--- config.mk ---
export PLATFORM = sky130hd
export DESIGN_NAME = debug_arbiter
export DESIGN_NICKNAME = d
export VERILOG_FILES = /design/src/rtl/debug_pkg.sv /design/src/rtl/rr_arbiter.sv /design/src/rtl/debug_arbiter.sv
export SDC_FILE = /design/constraint.sdc
export NUM_CORES = 1
export LEC_CHECK = 0
export ABC_CLOCK_PERIOD_IN_PS = 5350
export BUFFER_PORTS_ARGS = -buffer_cell sky130_fd_sc_hd__buf_4
export CORE_ASPECT_RATIO = 1.2
export CORE_MARGIN = 1
export CORE_UTILIZATION = 45
export DETAILED_ROUTE_END_ITERATION = 8
export PLACE_DENSITY = 0.81
export SLEW_MARGIN = 0
export SYNTH_ARGS = -nofsm -noshare
export SYNTH_HDL_FRONTEND = slang
export SYNTH_SLANG_ARGS = --single-unit
--- constraint.sdc ---
create_clock -name clk -period 5.35 [get_ports clk]
set_clock_uncertainty 0.15 [all_clocks]
set_input_delay 0.535 -clock clk [delete_from_list [all_inputs] [get_ports clk]]
set_output_delay 0.535 -clock clk [all_outputs]
set_load 0.005 [all_outputs]
--- src/rtl/debug_pkg.sv ---
// debug_pkg: shared word width, tag placement and FSM encoding for debug_arbiter.
package debug_pkg;
    localparam int DBG_WORD_W  = 40;
    localparam int DBG_TAG_W   = 3;
    localparam int DBG_TAG_MSB = 39;
    typedef enum logic [1:0] {IDLE, ISSUE, DRAIN, GAP} dbg_state_t;
endpackage

--- src/rtl/rr_arbiter.sv ---
// rr_arbiter: combinational round-robin picker, search starts at last_grant+1 modulo N.
module rr_arbiter #(
    parameter int N  = 4,
    parameter int IW = $clog2(N)
) (
    input  logic [N-1:0]  req,
    input  logic [IW-1:0] last_grant,
    output logic [N-1:0]  grant,
    output logic [IW-1:0] idx,
    output logic          valid
);
    logic [IW-1:0] ci;
    always_comb begin
        grant = '0;
        idx   = '0;
        valid = 1'b0;
        ci    = '0;
        for (int k = 1; k <= N; k++) begin
            ci = IW'((int'(last_grant) + k) % N);
            if (!valid && req[ci]) begin
                valid     = 1'b1;
                grant[ci] = 1'b1;
                idx       = ci;
            end
        end
    end
endmodule

--- src/rtl/debug_arbiter.sv ---
// debug_arbiter: round-robin arbiter feeding one 40-bit word at a time to a serial sender.
// Define DEBUG_ARB_TAG_EN to stamp the winner index into out_data[39:37].
module debug_arbiter
    import debug_pkg::*;
#(
    parameter int N_REQ      = 4,
    parameter int GAP_CYCLES = 2
) (
    input  logic                        clk,
    input  logic                        reset,
    input  logic [N_REQ-1:0]            req,
    input  logic [N_REQ*DBG_WORD_W-1:0] req_data,
    output logic [N_REQ-1:0]            gnt,
    output logic                        out_valid,
    output logic [DBG_WORD_W-1:0]       out_data,
    input  logic                        sender_busy,
    output logic [15:0]                 sent_count
);
    localparam int IW = $clog2(N_REQ);

    dbg_state_t state, next_state;
    logic [3:0] gap_cnt;
    logic [IW-1:0] last_grant, win_idx;
    logic [N_REQ-1:0] win_onehot;
    logic any_req, take;
    logic [DBG_WORD_W-1:0] win_word, cap_word;

    rr_arbiter #(.N(N_REQ)) u_rr (
        .req       (req),
        .last_grant(last_grant),
        .grant     (win_onehot),
        .idx       (win_idx),
        .valid     (any_req)
    );

    assign win_word = req_data[DBG_WORD_W*win_idx +: DBG_WORD_W];
`ifdef DEBUG_ARB_TAG_EN
    assign cap_word = {DBG_TAG_W'(win_idx), win_word[DBG_TAG_MSB-DBG_TAG_W:0]};
`else
    assign cap_word = win_word;
`endif
    // Gated by reset so a requester never sees a grant for a word that is about to be dropped.
    assign take = (state == IDLE) && any_req && !sender_busy && !reset;

    always_ff @(posedge clk) begin
        if (reset) state <= IDLE;
        else       state <= next_state;
    end

    always_comb begin
        next_state = state;
        unique case (state)
            IDLE:    next_state = take ? ISSUE : IDLE;
            ISSUE:   next_state = sender_busy ? DRAIN : ISSUE;
            DRAIN:   next_state = sender_busy ? DRAIN : (GAP_CYCLES == 0 ? IDLE : GAP);
            GAP:     next_state = (gap_cnt <= 4'd1) ? IDLE : GAP;
            default: next_state = IDLE;
        endcase
    end

    always_comb begin
        gnt       = take ? win_onehot : '0;
        out_valid = (state == ISSUE);
    end

    always_ff @(posedge clk) begin
        if (reset) begin
            gap_cnt    <= '0;
            last_grant <= IW'(N_REQ - 1);
            out_data   <= '0;
            sent_count <= '0;
        end else begin
            if (take) begin
                out_data   <= cap_word;
                last_grant <= win_idx;
            end
            if (state == ISSUE && sender_busy) sent_count <= sent_count + 16'd1;
            if (state == DRAIN && !sender_busy) gap_cnt <= 4'(GAP_CYCLES);
            else if (state == GAP && gap_cnt != 4'd0) gap_cnt <= gap_cnt - 4'd1;
        end
    end
endmodule

# After elaboration in Yosys (flattened, before gate mapping)
# Index checks and enable logic that the tools add are counted.
# totals
reg_bits	64
latchBits	0
ram_bits	0
mem_bits_ro	0
input_bits	167
output_inout_bits	61
elab_cells	87
mem_count	0
# op_classes
n_addsub	6
mul	1
div	0
n_lt_le_gt_ge	9
eq_ne	3
shifts	1
mux	36
n_bitwise	3
n_reduce_logical	22
# op_table
op	count
$shiftx A160 B9 Y40	1
$mux W4	5
$add A16 B1 Y16 const B	1
$mux W2	8
$mux W1	14
$logic_and A1 B1 Y1	13
$lt A2 B3 Y1 const B	4
$or A4 B4 Y4	3
$bmux W1 S2	4
$demux W1 S2	4
$ge A2 B1 Y1 const B	4
$pmux W2 S4	1
$logic_not A1 Y1	5
$mul A3 B2 Y5 const A	1
$add A2 B1 Y2 const B	2
$add A2 B2 Y2 const B	2
$eq A2 B2 Y1 const B	2
$le A4 B1 Y1 const B	1
$reduce_bool A4 Y1	1
$sub A4 B1 Y4 const B	1
$eq A2 B1 Y1 const B	1
$logic_not A2 Y1	1
$reduce_bool A2 Y1	1
$reduce_or A2 Y1	1

# Depth between registers and ports, before layout
# depth
depth_word	18
ltp_mapped	15
depth_no_buf	9

# Cells and area by module
# Synthesis repeated with hierarchy kept, for this count alone.
# unflattened
cells_unflattened	454
hier_area_um2	4164.0
# by_module_without_submodules
mod	instances	cells_each	area_per_inst_um2
debug_arbiter	1	368	3534.6
rr_arbiter	1	86	629.4

# Least setup slack after synthesis
# OpenSTA, ideal clock, no wires.
# synth_timing
path_kind	register to register
startpoint	register last_grant[0]
endpoint	register out_data[14]
setup_ns	0.117
arrival_ns	3.447
required_ns	5.083
path_slack_ns	1.636
stages_incl_launch_ff	16
path_buffers	6
synth_period_minus_slack_ns	3.714
cell_sequence	dfxtp_1 buf_2 clkbuf_1 inv_1 ha_1 mux4_2 nor2b_1 buf_4 o21ai_0 a21boi_1 buf_2 buf_6 buf_6 mux2i_1 mux2i_1 a22o_1
# synth_via
elab_chain_len	16
word_cells_on_any_way	31
# synth_lines
element	line_no	rtl
from (decl)	debug_arbiter.sv:23	logic [IW-1:0] last_grant, win_idx;
from (signal assigned)	debug_arbiter.sv:69	last_grant <= IW'(N_REQ - 1);
from (signal assigned)	debug_arbiter.sv:75	last_grant <= win_idx;
parallel branches: the longest is 16 deep, another holds $add A2 B1 Y2	n/a	
to (signal assigned)	debug_arbiter.sv:74	out_data <= cap_word;
to (decl)	debug_arbiter.sv:15	output logic [DBG_WORD_W-1:0] out_data,
# Several ways; the timed one is not identified. The select of a mux whose other input is x is not followed.
# A chain may end at the register's enable or synchronous reset.

# Worst setup path after layout
# layout_timing
startpoint	register last_grant[0]
endpoint	output port gnt[1]
# layout_via
elab_chain_len	17
word_cells_on_any_way	53
# layout_lines
element	line_no	rtl
parallel branches: the longest is 16 deep, another holds $lt A2 B3 Y1	n/a	
$mux W4 (*)	debug_arbiter.sv:62	gnt = take ? win_onehot : '0;
to (decl)	debug_arbiter.sv:13	output logic [N_REQ-1:0] gnt,
# Every way passes the cells marked *. The select of a mux whose other input is x is not followed.

==> results_dict.tcl <==
set metrics [dict create \
    status "completed" \
    num_vias 4106 \
    cts_num_sinks 64 \
    ir_worst_vdd_mv 0.2223 \
    drc 0 \
    grt_use_total 0.2723 \
    grt_pass1_vias 4237 \
    portBuffers 227 \
    arrival_ps 3830 \
    ys_seq_area_frac 0.3112 \
    numCtsBuffers 9 \
    hold_path_class "reg2reg" \
    max_freq_ghz 0.2215 \
    async_reset_ff_frac 0 \
    ys_seq_elements 64 \
    die_w_um 89.31 \
    seqPwrFrac 0.255 \
    p_switching_uw 947.0 \
    synth_top_area_frac 0.3112 \
    p_per_area_mw_per_mm2 411.4 \
    rsz0062_at_grt "false" \
    power.leakage_uw 0.003138 \
    swShare 0.3768 \
    drv_cap 0 \
    die_h_um 106.8 \
    antenna_cells 0 \
    firstDrtPassIters 4 \
    routed_wl_um 13160 \
    ys_types 41 \
    synth_ff_type "dfxtp_1" \
    fillers 716 \
    grt_pass1_wl_um 19760 \
    clockBufferDepth 2 \
    cts_root_buf "clkbuf_8" \
    crit_path_end_kind "output pin" \
    hold_viol 0 \
    crit_fanout 19 \
    grt_max_degree 43 \
    pwr-share-clk 0.194 \
    antenna_found_initial 0 \
    drive_gt1_frac 0.4207 \
    worstSetupPathType "reg2out" \
    rrSetupSlack_ps 960 \
    power_frac_comb 0.551 \
    hold_buffers 0 \
    maxSlewViolCount 0 \
    core_area_mm2 0.008703 \
    start_util 0.4730 \
    postCtsResizedCells 0 \
    dpl.hpwl_um 10140 \
    post_cts_buffers 0 \
    avgSynthCellArea_um2 9.848 \
    most-common-layout-cells "buf_4, mux2i_1, dfxtp_1" \
    place_area_mm2 0.005882 \
    syn_nets 597 \
    area_growth_pct 48.39 \
    syn-cell-area_mm2 0.004116 \
    worst_setup_path_start_kind "flop" \
    path_cells "inv_1 -> ha_1 -> mux4_2 -> or3_4 -> o21ai_2 -> or2_2 -> nor2_1 -> buf_4" \
    setup_viol 0 \
    yosys_warnings 0 \
    period_needed_ps 4516 \
    vias_per_cell 5.446 \
    h-tree-depth 3 \
    gp_congestion 0.8662 \
    final_nets 811 \
    critPathMaxStageDelay_ps 840 \
    cts_tree "done" \
    fin_area_mm2 0.006108 \
    worst_pin_slew_ps 987.1 \
    synth_top_area_cell "dfxtp_1" \
    syn_inst 418 \
    clock_latency_ps 350 \
    crit_slowest_cell "dfxtp_1" \
    fin_setup_tns_ps 0 \
    die-area_mm2 0.009536 \
    routedWlPerCell_um 17.45 \
    ant_nets 0 \
    internal_power_uw 1566 \
    drtIter0Drc 85 \
    synth_edf_count 0 \
    pin_count 228 \
    crit_required_ps 4660 \
    synthTopCellsByArea "dfxtp_1, mux2i_1, a22o_1" \
    min_period_over_period 0.8441 \
    grt-ovfl-total 0 \
    path_clk_slew_ps 70 \
    row_count 37 \
    final_common_cell "buf_4" \
    relSlewSlack 0.3404 \
]
## cells in the mapped netlist, drive strengths merged (3+ instances only)
| cell | count |
|---|---|
| a21oi | 9 |
| a221oi | 5 |
| a22o | 37 |
| a22oi | 4 |
| a32o | 3 |
| buf | 18 |
| clkbuf | 11 |
| dfxtp | 64 |
| ha | 12 |
| inv | 6 |
| mux2 | 4 |
| mux2i | 116 |
| mux4 | 4 |
| nand2 | 18 |
| nand2b | 5 |
| nand3 | 4 |
| nand4 | 3 |
| nor2 | 37 |
| nor2b | 3 |
| nor3 | 8 |
| o21ai | 7 |
| o21bai | 3 |
| o22ai | 3 |
| or2 | 4 |
| xnor2 | 5 |
| xor2 | 13 |
## cell type report
| type | count | area (um2) | share of cell area |
|---|---|---|---|
| multi-input combinational | 319 | 2665 | 0.4363 |
| timing repair buffer | 232 | 1767 | 0.2892 |
| clock buffer | 9 | 123.9 | 0.02028 |
| clock inverter | 7 | 102.6 | 0.01680 |
| tap | 117 | 146.4 | 0.02397 |
| inverter | 6 | 22.52 | 0.003687 |
| sequential | 64 | 1281 | 0.2098 |
## per-stage QoR
stage          hold WS (ps)  utilization  setup slack, ps  cells  total power (uW)
3_3_place_gp          303.1       0.6758             1184    738              1988
2_1_floorplan         315.7            -             1636    418              1637
6_report              320.0       0.7018            834.3    754              2513
3_5_place_dp          305.6       0.6758            977.5    738              2037
5_1_grt               338.0       0.7018            557.8    754              2651
4_1_cts               322.1       0.7018            816.4    754              2525
## critical path, delay by kind of cell (launching register included)
family	cells	cell delay (ps)
adders and majority gates	1	510
buffers and inverters	2	490
and+or+nand+nor	3	720
AOI/OAI and AO/OA	1	370
DFF	1	840
muxes	1	560
## registers in the layout, indices dropped and copies added (netlist names)
| signal | flops |
|---|---|
| sent_count | 16 |
| last_grant | 2 |
| gap_cnt | 4 |
| state | 2 |
| out_data | 40 |
## worst paths after layout
path / cells past startpoint / startpoint / to
min: 1 / out_data[39]$_SDFFE_PP0P_ / out_data[39]$_SDFFE_PP0P_
min reg2reg: 1 / out_data[39]$_SDFFE_PP0P_ / out_data[39]$_SDFFE_PP0P_
max reg2reg: 10 / last_grant[0]$_SDFFE_PP1P_ / out_data[10]$_SDFFE_PP0P_
max: 8 / last_grant[0]$_SDFFE_PP1P_ / gnt[1]
## logic make-up (layout without fill, tap and decap cells)
logic type,after synthesis,count (layout),share of synthesized area
AO/OA/AOI/OAI,75,75,0.1465
adder cells (fa/ha/maj),12,12,0.03647
multiplexers,124,124,0.3149
AND/OR/NAND/NOR,90,90,0.1049
XOR/XNOR,18,18,0.03830
flip-flops,64,64,0.3112
buffers and inverters,35,254,0.04772
## metal layers
metal / GRT usage / routed length [um]
met1: 0.2922 / 4945
met2: 0.4749 / 6797
met3: 0.09315 / 976
met4: 0.1190 / 436
met5: 0 / 0
## power groups by stage
stage | Sequential, uW | Combinational [uW] | Clock, uW
final | 641 | 1390 | 487
after floorplan | 636 | 1000 | 0
after detailed placement | 648 | 1390 | 0
after global routing | 653 | 1480 | 515
after CTS | 641 | 1390 | 492
after global placement | 647 | 1340 | 0
Power figures use the tool's default switching activity.
